## config.mk

```make
export PLATFORM = sky130hd
export DESIGN_NAME = board_ctrl_m_flat
export DESIGN_NICKNAME = d
export VERILOG_FILES = /design/src/rtl/board_ctrl_m_if.sv /design/src/rtl/board_ctrl_m.sv /design/src/flat_wrapper.sv
export SDC_FILE = /design/constraint.sdc
export NUM_CORES = 1
export LEC_CHECK = 0
export CAP_MARGIN = 0
export CORE_MARGIN = 5
export CORE_UTILIZATION = 45
export DETAILED_ROUTE_END_ITERATION = 8
export PLACE_DENSITY = 0.84
export SYNTH_ARGS = -nofsm -noshare
export SYNTH_HDL_FRONTEND = slang
export SYNTH_SLANG_ARGS = --single-unit
```

## constraint.sdc

```tcl
create_clock -name clk -period 4.5 [get_ports clk]
set_clock_uncertainty 0.2 [all_clocks]
set_input_delay 0.9 -clock clk [delete_from_list [all_inputs] [get_ports clk]]
set_output_delay 0.9 -clock clk [all_outputs]
set_load 0.01 [all_outputs]
```

## src/rtl/board_ctrl_m_if.sv

```systemverilog
// Move-protocol bus between the move generators (master) and board_ctrl_m (slave).
// Optional feature macro: BOARD_UNDO_EN adds the undo strobe.
interface board_ctrl_m_if;
  logic [3:0]  update_loc;
  logic        submit;
  logic        game_reset;
`ifdef BOARD_UNDO_EN
  logic        undo;
`endif
  logic        turn;
  logic [17:0] board;
  logic [3:0]  move_count;
  logic        move_err;
  logic        game_over;
  logic [1:0]  winner;

`ifdef BOARD_UNDO_EN
  modport master (output update_loc, submit, game_reset, undo,
                  input  turn, board, move_count, move_err, game_over, winner);
  modport slave  (input  update_loc, submit, game_reset, undo,
                  output turn, board, move_count, move_err, game_over, winner);
`else
  modport master (output update_loc, submit, game_reset,
                  input  turn, board, move_count, move_err, game_over, winner);
  modport slave  (input  update_loc, submit, game_reset,
                  output turn, board, move_count, move_err, game_over, winner);
`endif
endinterface

```

## src/rtl/board_ctrl_m.sv

```systemverilog
// Tic-tac-toe board controller: validates moves on the shared bus, stores the
// 3x3 board, detects win/tie and owns the turn flag.
// Optional feature macro: BOARD_UNDO_EN (take-back of the most recent move).
module board_ctrl_m #(
  parameter logic FIRST_TURN = 1'b0
) (
  input  logic           clk,
  input  logic           rst,
  board_ctrl_m_if.slave  bus
);

  localparam logic [1:0] S_IDLE  = 2'd0;
  localparam logic [1:0] S_CHECK = 2'd1;
  localparam logic [1:0] S_DONE  = 2'd2;

  logic [1:0]      state;
  logic [8:0][1:0] cells;
  logic [3:0]      mc;
  logic            turn_r, err_r, over_r, sub_q;
  logic [1:0]      win_r;

  logic            sub_ev, und_ev, loc_ok, cell_free, line_win;
  logic [3:0]      loc_sel;
  logic [1:0]      mark;
  logic [8:0]      hit;

  assign sub_ev    = bus.submit & ~sub_q;
  assign loc_ok    = (bus.update_loc <= 4'd8);
  // out-of-range indices never reach the cell array
  assign loc_sel   = loc_ok ? bus.update_loc : 4'd0;
  assign cell_free = (cells[loc_sel] == 2'b00);
  // mover's mark: player 01, AI 10
  assign mark      = {turn_r, ~turn_r};

`ifdef BOARD_UNDO_EN
  logic            und_q;
  logic [8:0][3:0] hist;
  logic [3:0]      top_idx, top_loc;
  assign und_ev  = bus.undo & ~und_q;
  assign top_idx = (mc != 4'd0) ? (mc - 4'd1) : 4'd0;
  assign top_loc = hist[top_idx];
`else
  assign und_ev  = 1'b0;
`endif

  // per-cell match against the mark just written, then the 8 lines
  always_comb begin
    hit = '0;
    for (int i = 0; i < 9; i++) hit[i] = (cells[i] == mark);
    line_win = (hit[0] & hit[1] & hit[2]) | (hit[3] & hit[4] & hit[5]) |
               (hit[6] & hit[7] & hit[8]) | (hit[0] & hit[3] & hit[6]) |
               (hit[1] & hit[4] & hit[7]) | (hit[2] & hit[5] & hit[8]) |
               (hit[0] & hit[4] & hit[8]) | (hit[2] & hit[4] & hit[6]);
  end

  // game FSM, board storage and edge detection
  always_ff @(posedge clk) begin
    if (rst) begin
      state  <= S_IDLE;
      cells  <= '0;
      mc     <= '0;
      turn_r <= FIRST_TURN;
      err_r  <= 1'b0;
      over_r <= 1'b0;
      win_r  <= 2'b00;
      sub_q  <= 1'b0;
`ifdef BOARD_UNDO_EN
      und_q  <= 1'b0;
      hist   <= '0;
`endif
    end else begin
      sub_q <= bus.submit;
`ifdef BOARD_UNDO_EN
      und_q <= bus.undo;
`endif
      err_r <= 1'b0;
      if (bus.game_reset) begin
        // clear everything except the edge registers, which keep sampling
        state  <= S_IDLE;
        cells  <= '0;
        mc     <= '0;
        turn_r <= FIRST_TURN;
        over_r <= 1'b0;
        win_r  <= 2'b00;
      end else begin
        case (state)
          S_CHECK: begin
            // strobes arriving mid-evaluation are refused; evaluation still completes
            if (sub_ev || und_ev) err_r <= 1'b1;
            if (line_win) begin
              over_r <= 1'b1;
              win_r  <= mark;
              state  <= S_DONE;
            end else if (mc == 4'd9) begin
              over_r <= 1'b1;
              win_r  <= 2'b00;
              state  <= S_DONE;
            end else begin
              turn_r <= ~turn_r;
              state  <= S_IDLE;
            end
          end
          S_IDLE, S_DONE: begin
`ifdef BOARD_UNDO_EN
            // undo wins over a same-cycle submit, which is silently dropped
            if (und_ev) begin
              if (mc != 4'd0) begin
                cells[top_loc] <= 2'b00;
                mc             <= mc - 4'd1;
                turn_r         <= cells[top_loc][1];
                over_r         <= 1'b0;
                win_r          <= 2'b00;
                state          <= S_IDLE;
              end else begin
                err_r <= 1'b1;
              end
            end else
`endif
            if (sub_ev) begin
              if (state == S_IDLE && loc_ok && cell_free) begin
                cells[loc_sel] <= mark;
                mc             <= mc + 4'd1;
                state          <= S_CHECK;
`ifdef BOARD_UNDO_EN
                hist[mc]       <= loc_sel;
`endif
              end else begin
                err_r <= 1'b1;
              end
            end
          end
          default: state <= S_IDLE;
        endcase
      end
    end
  end

  assign bus.turn       = turn_r;
  assign bus.board      = cells;
  assign bus.move_count = mc;
  assign bus.move_err   = err_r;
  assign bus.game_over  = over_r;
  assign bus.winner     = win_r;

endmodule
```

## src/flat_wrapper.sv

```systemverilog
// flat-port wrapper written by rule: the top's interface ports become plain ports
module board_ctrl_m_flat 
#(
  parameter logic FIRST_TURN = 1'b0
)
  (clk, rst, bus_update_loc, bus_submit, bus_game_reset, bus_turn, bus_board, bus_move_count, bus_move_err, bus_game_over, bus_winner);
  board_ctrl_m_if bus_i ();
  input  logic clk;
  input  logic rst;
  input wire logic [$bits(bus_i.update_loc)-1:0] bus_update_loc;
  input wire logic [$bits(bus_i.submit)-1:0] bus_submit;
  input wire logic [$bits(bus_i.game_reset)-1:0] bus_game_reset;
  output wire logic [$bits(bus_i.turn)-1:0] bus_turn;
  output wire logic [$bits(bus_i.board)-1:0] bus_board;
  output wire logic [$bits(bus_i.move_count)-1:0] bus_move_count;
  output wire logic [$bits(bus_i.move_err)-1:0] bus_move_err;
  output wire logic [$bits(bus_i.game_over)-1:0] bus_game_over;
  output wire logic [$bits(bus_i.winner)-1:0] bus_winner;
  assign bus_i.update_loc = bus_update_loc;
  assign bus_i.submit = bus_submit;
  assign bus_i.game_reset = bus_game_reset;
  assign bus_turn = bus_i.turn;
  assign bus_board = bus_i.board;
  assign bus_move_count = bus_i.move_count;
  assign bus_move_err = bus_i.move_err;
  assign bus_game_over = bus_i.game_over;
  assign bus_winner = bus_i.winner;
  board_ctrl_m #(.FIRST_TURN(FIRST_TURN)) u_core (.clk(clk), .rst(rst), .bus(bus_i));
endmodule
```

# Word level (Yosys, flattened, before mapping)

Index checks and enable logic that the tools add are counted.

Add/sub/neg operators: 1
$mul: 0
Div/mod/pow operators: 0
Order comparisons: 3
Eq/ne operators: 14
Shifts and indexed selects: 0
Muxes and demuxes: 19
Bitwise logic cells: 28
Reductions and logical operators: 12

Operators by type and width:

| operator                                                                      | number |
|---|---|
| 18-bit bitwise mux                                                            | 1 |
| 2-bit equality test                                                           | 9 |
| 1-bit bitwise AND                                                             | 17 |
| 2-bit two-way mux                                                             | 8 |
| 2-bit binary-select mux with 4-bit select                                     | 1 |
| 2-bit demux with 4-bit select                                                 | 1 |
| 1-bit bitwise OR                                                              | 7 |
| 3-bit AND reduction                                                           | 2 |
| 4-bit by 5-bit less-than comparator with 1-bit output (second input constant) | 1 |
| 1-bit two-way mux                                                             | 5 |
| 4-bit by 1-bit adder with 4-bit output (second input constant)                | 1 |
| 4-bit equality test (second input constant)                                   | 1 |
| 4-bit by 1-bit >= comparator with 1-bit output (second input constant)        | 1 |
| 4-bit less-or-equal comparator (second input constant)                        | 1 |
| 2-bit logical NOT                                                             | 2 |
| 4-bit two-way mux                                                             | 1 |
| 2-bit by 1-bit != test with 1-bit output (second input constant)              | 2 |
| 1-bit NOT                                                                     | 4 |
| 2-bit case mux with 2 select lines                                            | 1 |
| 2-bit AND reduction                                                           | 2 |
| 2-bit OR reduction                                                            | 2 |
| 1-bit logical AND                                                             | 3 |
| 2-bit by 1-bit equality test with 1-bit output (second input constant)        | 1 |
| 2-bit equality test (second input constant)                                   | 1 |
| 2 further kinds                                                               | 2 |

Register bits after elaboration: 30
Latch bits: 0
Memory bits (writable): 0
Bits in read-only memories: 0
Output and inout bits: 27
Memories: 0

# Logic depth before layout (Yosys ltp)

Word-level depth: 13
Mapped depth: 8
Mapped depth without buffers: 6

# Worst setup path after synthesis

OpenSTA, ideal clock, no wires.

Path kind: input -> register
Start: input bus_update_loc[3]
End: register u_core.mc[0] (netlist: u_core.bus.move_count[0])
Library setup time: 128 ps
Arrival time: 2495 ps
Required time: 4172 ps
Setup slack: 1677 ps
Stages on the path: 8
Cell sequence: buf_4 or3b_2 o221ai_1 o21ai_0 o211ai_4 buf_2 xor2_1 nor2_1

Longest elaborated chain between the ends: 7
Elaborated cells between the ends (all ways): 8
Classes of those cells: 1 x order compare; 3 x mux; 4 x reduce/logical

Ends and longest elaborated chain:

| what                                      | line                | text |
|---|---|---|
| from (decl)                               | flat_wrapper.sv:10  | `input wire logic [$bits(bus_i.update_loc)-1:0] bus_update_loc;` |
| 4-bit less-or-equal comparator            | board_ctrl_m.sv:28  | `assign loc_ok = (bus.update_loc <= 4'd8);` |
| 4-bit two-way mux                         | board_ctrl_m.sv:30  | `assign loc_sel = loc_ok ? bus.update_loc : 4'd0;` |
| 2-bit binary-select mux with 4-bit select | board_ctrl_m.sv:31  | `assign cell_free = (cells[loc_sel] == 2'b00);` |
| 2-bit two-way mux (not written as such)   | board_ctrl_m.sv:31  |  |
| 2-bit logical NOT                         | board_ctrl_m.sv:31  |  |
| 1-bit logical AND (*)                     | board_ctrl_m.sv:120 | `if (state == S_IDLE && loc_ok && cell_free) begin` |
| 3-bit AND reduction (no source line) (*)  | -                   |  |
| to (signal assigned)                      | board_ctrl_m.sv:122 | `mc <= mc + 4'd1;` |
| to (decl)                                 | board_ctrl_m.sv:18  | `logic [3:0] mc;` |

Mark *: on every way between the ends. The rest lies on a longest branch, timed or not. The select of a mux whose other input is x is not followed.
A chain may end at the register's enable or synchronous reset.

# Final worst setup path

Start: input bus_update_loc[3]
End: register u_core.cells, in the netlist u_core.bus.board[15]

Longest elaborated chain between the ends: 7
Elaborated cells between the ends (all ways): 14
Classes of those cells: 3 x order compare; 6 x mux; 5 x reduce/logical

Ends and longest elaborated chain:

| what                                                                                                | line                                    | text |
|---|---|---|
| 4-bit less-or-equal comparator                                                                      | board_ctrl_m.sv:28                      |  |
| 4-bit two-way mux                                                                                   | board_ctrl_m.sv:30                      |  |
| 4-bit by 5-bit less-than comparator with 1-bit output (not written as such) (tied with other cells) | board_ctrl_m.sv:121                     | `cells[loc_sel] <= mark;` |
| 1-bit logical AND (not written as such) / 2-bit two-way mux (equally long branches)                 | board_ctrl_m.sv:121, board_ctrl_m.sv:31 |  |
| 2-bit two-way mux (not written as such) / 2-bit logical NOT (equally long branches)                 | board_ctrl_m.sv:121, board_ctrl_m.sv:31 |  |
| 2-bit demux with 4-bit select / 1-bit logical AND (equally long branches)                           | -                                       |  |
| 18-bit bitwise mux / 3-bit AND reduction (equally long branches)                                    | -                                       |  |
| to (signal, indexed assignment)                                                                     | board_ctrl_m.sv:121                     |  |
| to (decl)                                                                                           | board_ctrl_m.sv:17                      | `logic [8:0][1:0] cells;` |

Parallel ways exist; a longest one is shown, timed or not. The select of a mux whose other input is x is not followed.

==> impl_metrics.yaml <==
floorplan:
  fp-row-count: 22
  die_w_um: 71.16
  start_util: 0.4632
  coreArea_mm2: 0.003633
  io_pins: 35
  die-area_mm2: 0.005063
  die_h_um: 71.16
placement:
  io_buffers: 34
  gp_congestion: 0.8804
  hpwl_um: 3194
clock_tree:
  post_cts_buffers: 0
  cts_resized: 0
  h-tree-depth: 2
  cts_max_path_buffers: 2
  numCtsBuffers: 5
  cts.sinks: 30
  cts_tree: "done"
  cts_hold_buf: 0
  clkSlewWorstSetupHoldPaths_ns: 0.06
  root_buffer: "clkbuf_8"
  clkLatencyLatePin_ns: 0.28
drt:
  antenna_left: 0
  via_count: 1648
  vias_per_cell: 5.844
  firstDrtPassIters: 4
  drt_iter0_drc: 134
  wl_um: 4317
  wl_per_cell_um: 15.31
  route.detailed.drc: 0
power:
  power_switching_share: 0.2210
  power_density_mw_per_mm2: 242.3
  power_mw: 0.5173
  ir_drop_mv: 0.1555
  cell_internal_pwr_mw: 0.4030
  seq_power_share: 0.522
  clock_power_share: 0.394
  p_leak_nw: 0.6832
  power.net_switching_mw: 0.1143
  combPwrFrac: 0.084
synthesis:
  yosys-top-cells-area: "dfxtp_1, nand2_1, nor2_1"
  synth_area_leader_cell: "dfxtp_1"
  ys_warn_count: 0
  synth_nets: 212
  netlist.area_leader.share: 0.3569
  syn_avg_cell_area_um2: 8.331
  netlist_instances: 202
  synth_edf_count: 0
  synth_cell_type_count: 50
  synthArstFlopShare: 0
  yosysSeqAreaShare: 0.3569
  synth-seq-cells: 30
  synth_top_cells_by_count: "dfxtp_1, nand2_1, nor2_1"
  syn_area_mm2: 0.001683
  synth_most_common_cell: "dfxtp_1"
  synth-main-ff-cell: "dfxtp_1"
grt:
  busiest_layer: "met2"
  grt_overflow: 0
  grt_pass1_wl_um: 7134
  grt_use_met1: 0.2425
  grt_max_degree: 30
  grtUsageMet3: 0.04403
  grt_pass1_vias: 1445
  antenna_found_initial: 0
  grtUsageMet2: 0.2694
  track_usage: 0.1789
run_status:
  outcome: "finished clean"
timing:
  setup_viol: 0
  hold_viol: 0
  relSlewSlack: 0.4083
  worstMarginPinSlew_ns: 0.8863
  report.final.slew_viol_count: 0
  post-route-period-util: 0.7322
  fin_tns_setup_ns: 0
  max_freq_mhz: 303.5
  final.hold.worst_slack_ns: 0.2561
  finalCriticalPeriod_ns: 3.295
  rsz0062_at_grt: "false"
worst_hold_path:
  hold_path_class: "register to register"
critical_path:
  path_buf_inv: 1
  end_kind: "register"
  cp_top_family: "simple AND/OR/NAND/NOR gates"
  start_kind: "input pin"
  slowest_delay_ns: 0.63
  cp_slowest_cell: "clkdlybuf4s50_1"
  path_cells: "clkdlybuf4s50_1 > or4b_4 > o31a_1 > nor3_4 > o21a_1 > nand4_1 > o31ai_1"
  crit_fanout: 10
  cp.arrival_ns: 3.28
  critPathRequiredTime_ns: 4.48
  crit_type: "input pin to register"
cells_and_area:
  final_util: 0.5875
  area_delta_synth_final_pct: 26.84
  final_nets: 245
  drive_gt1_frac: 0.06838
  antenna_cells: 0
flow_run:
  drv_cap: 0
## through the flow
stage | area, µm² | setup WS, ns | cells
detailed placement | 2052 | 0.9613 | 276
CTS | 2135 | 1.251 | 282
floorplan | 1683 | 1.677 | 202
global placement | 2052 | 1.003 | 276
global route | 2135 | 1.053 | 282
finish | 2135 | 1.205 | 282
## final timing paths
check                           cells past startpoint  slack [ns]                  from              endpoint
worst min-delay path                                2        0.26  u_core.bus.game_over  u_core.bus.game_over
worst max register to register                      6        1.62       u_core.bus.turn  u_core.bus.winner[0]
worst min register to register                      2        0.26  u_core.bus.game_over  u_core.bus.game_over
worst max-delay path                                7        1.21     bus_update_loc[3]  u_core.bus.board[15]
## cell families (layout without fill, tap and decap cells)
kind of cell,Yosys count,in the layout,synth area share
simple gates,99,99,0.3316
mux,1,1,0.005948
fa+ha+maj,2,2,0.01487
flops,30,30,0.3569
xor+xnor,1,1,0.005205
buf+inv,13,45,0.03196
compound gates,56,56,0.2535
## area by class of cell
| cell class | count | area (µm²) |
|---|---|---|
| Clock buffer | 6 | 82.58 |
| Fill cell | 352 | 1499 |
| Inverter | 4 | 15.01 |
| Multi-Input combinational cell | 159 | 1028 |
| Sequential cell | 30 | 600.6 |
| Tap cell | 48 | 60.06 |
| Timing Repair Buffer | 35 | 347.8 |
## registers in the layout, summed over array words and instances, names as in the netlist
signal / cells
u_core.bus.board: 18
u_core.bus.move_count: 4
u_core.bus.winner: 2
u_core.state: 2
u_core.bus.game_over: 1
u_core.bus.move_err: 1
u_core.bus.turn: 1
u_core.sub_q: 1
## tightest hold or removal path: stages (launching register included)
cell,delay [ns]
dfxtp_1,0.31
nand2_1,0.05
o31ai_1,0.05
## layer usage
layer | part of all wire | vias up
met2 | 0.47 | 51
met1 | 0.44 | 775
li1 | - | 817
met4 | 0.017 | 0
met3 | 0.067 | 5
met5 | 0 | -
## power by group through the flow
| stage | registers (mW) | clock network [mW] | logic (mW) |
|---|---|---|---|
| after floorplan | 0.275 | 0 | 0.0273 |
| after CTS | 0.270 | 0.209 | 0.0428 |
| after global routing | 0.270 | 0.221 | 0.0470 |
| after global placement | 0.276 | 0 | 0.0419 |
| final | 0.270 | 0.204 | 0.0433 |
| after detailed placement | 0.276 | 0 | 0.0425 |
## placed cells by master, fill, tap and decap left out, types with 2 or more instances in the layout
cell type / n
clkdlybuf4s50_1: 34
a32o_1: 2
a21oi_1: 3
inv_1: 4
nor2b_1: 9
or2_2: 2
o22ai_1: 4
nand4_1: 2
o21a_1: 4
nand3_1: 3
dfxtp_1: 30
o31ai_1: 8
a22oi_1: 2
o311ai_0: 2
nor3b_1: 5
nand2b_1: 8
nor2_1: 20
o211ai_1: 2
nand3b_1: 6
ha_1: 2
clkbuf_8: 6
and3b_1: 3
o221ai_1: 3
a2111oi_0: 3
a22o_1: 4
nor3_1: 7
or3_1: 2
nand2_1: 20
o21ai_0: 11
and2_1: 2
or3b_2: 2
and3_1: 2
(Power assumes the default switching activity.)
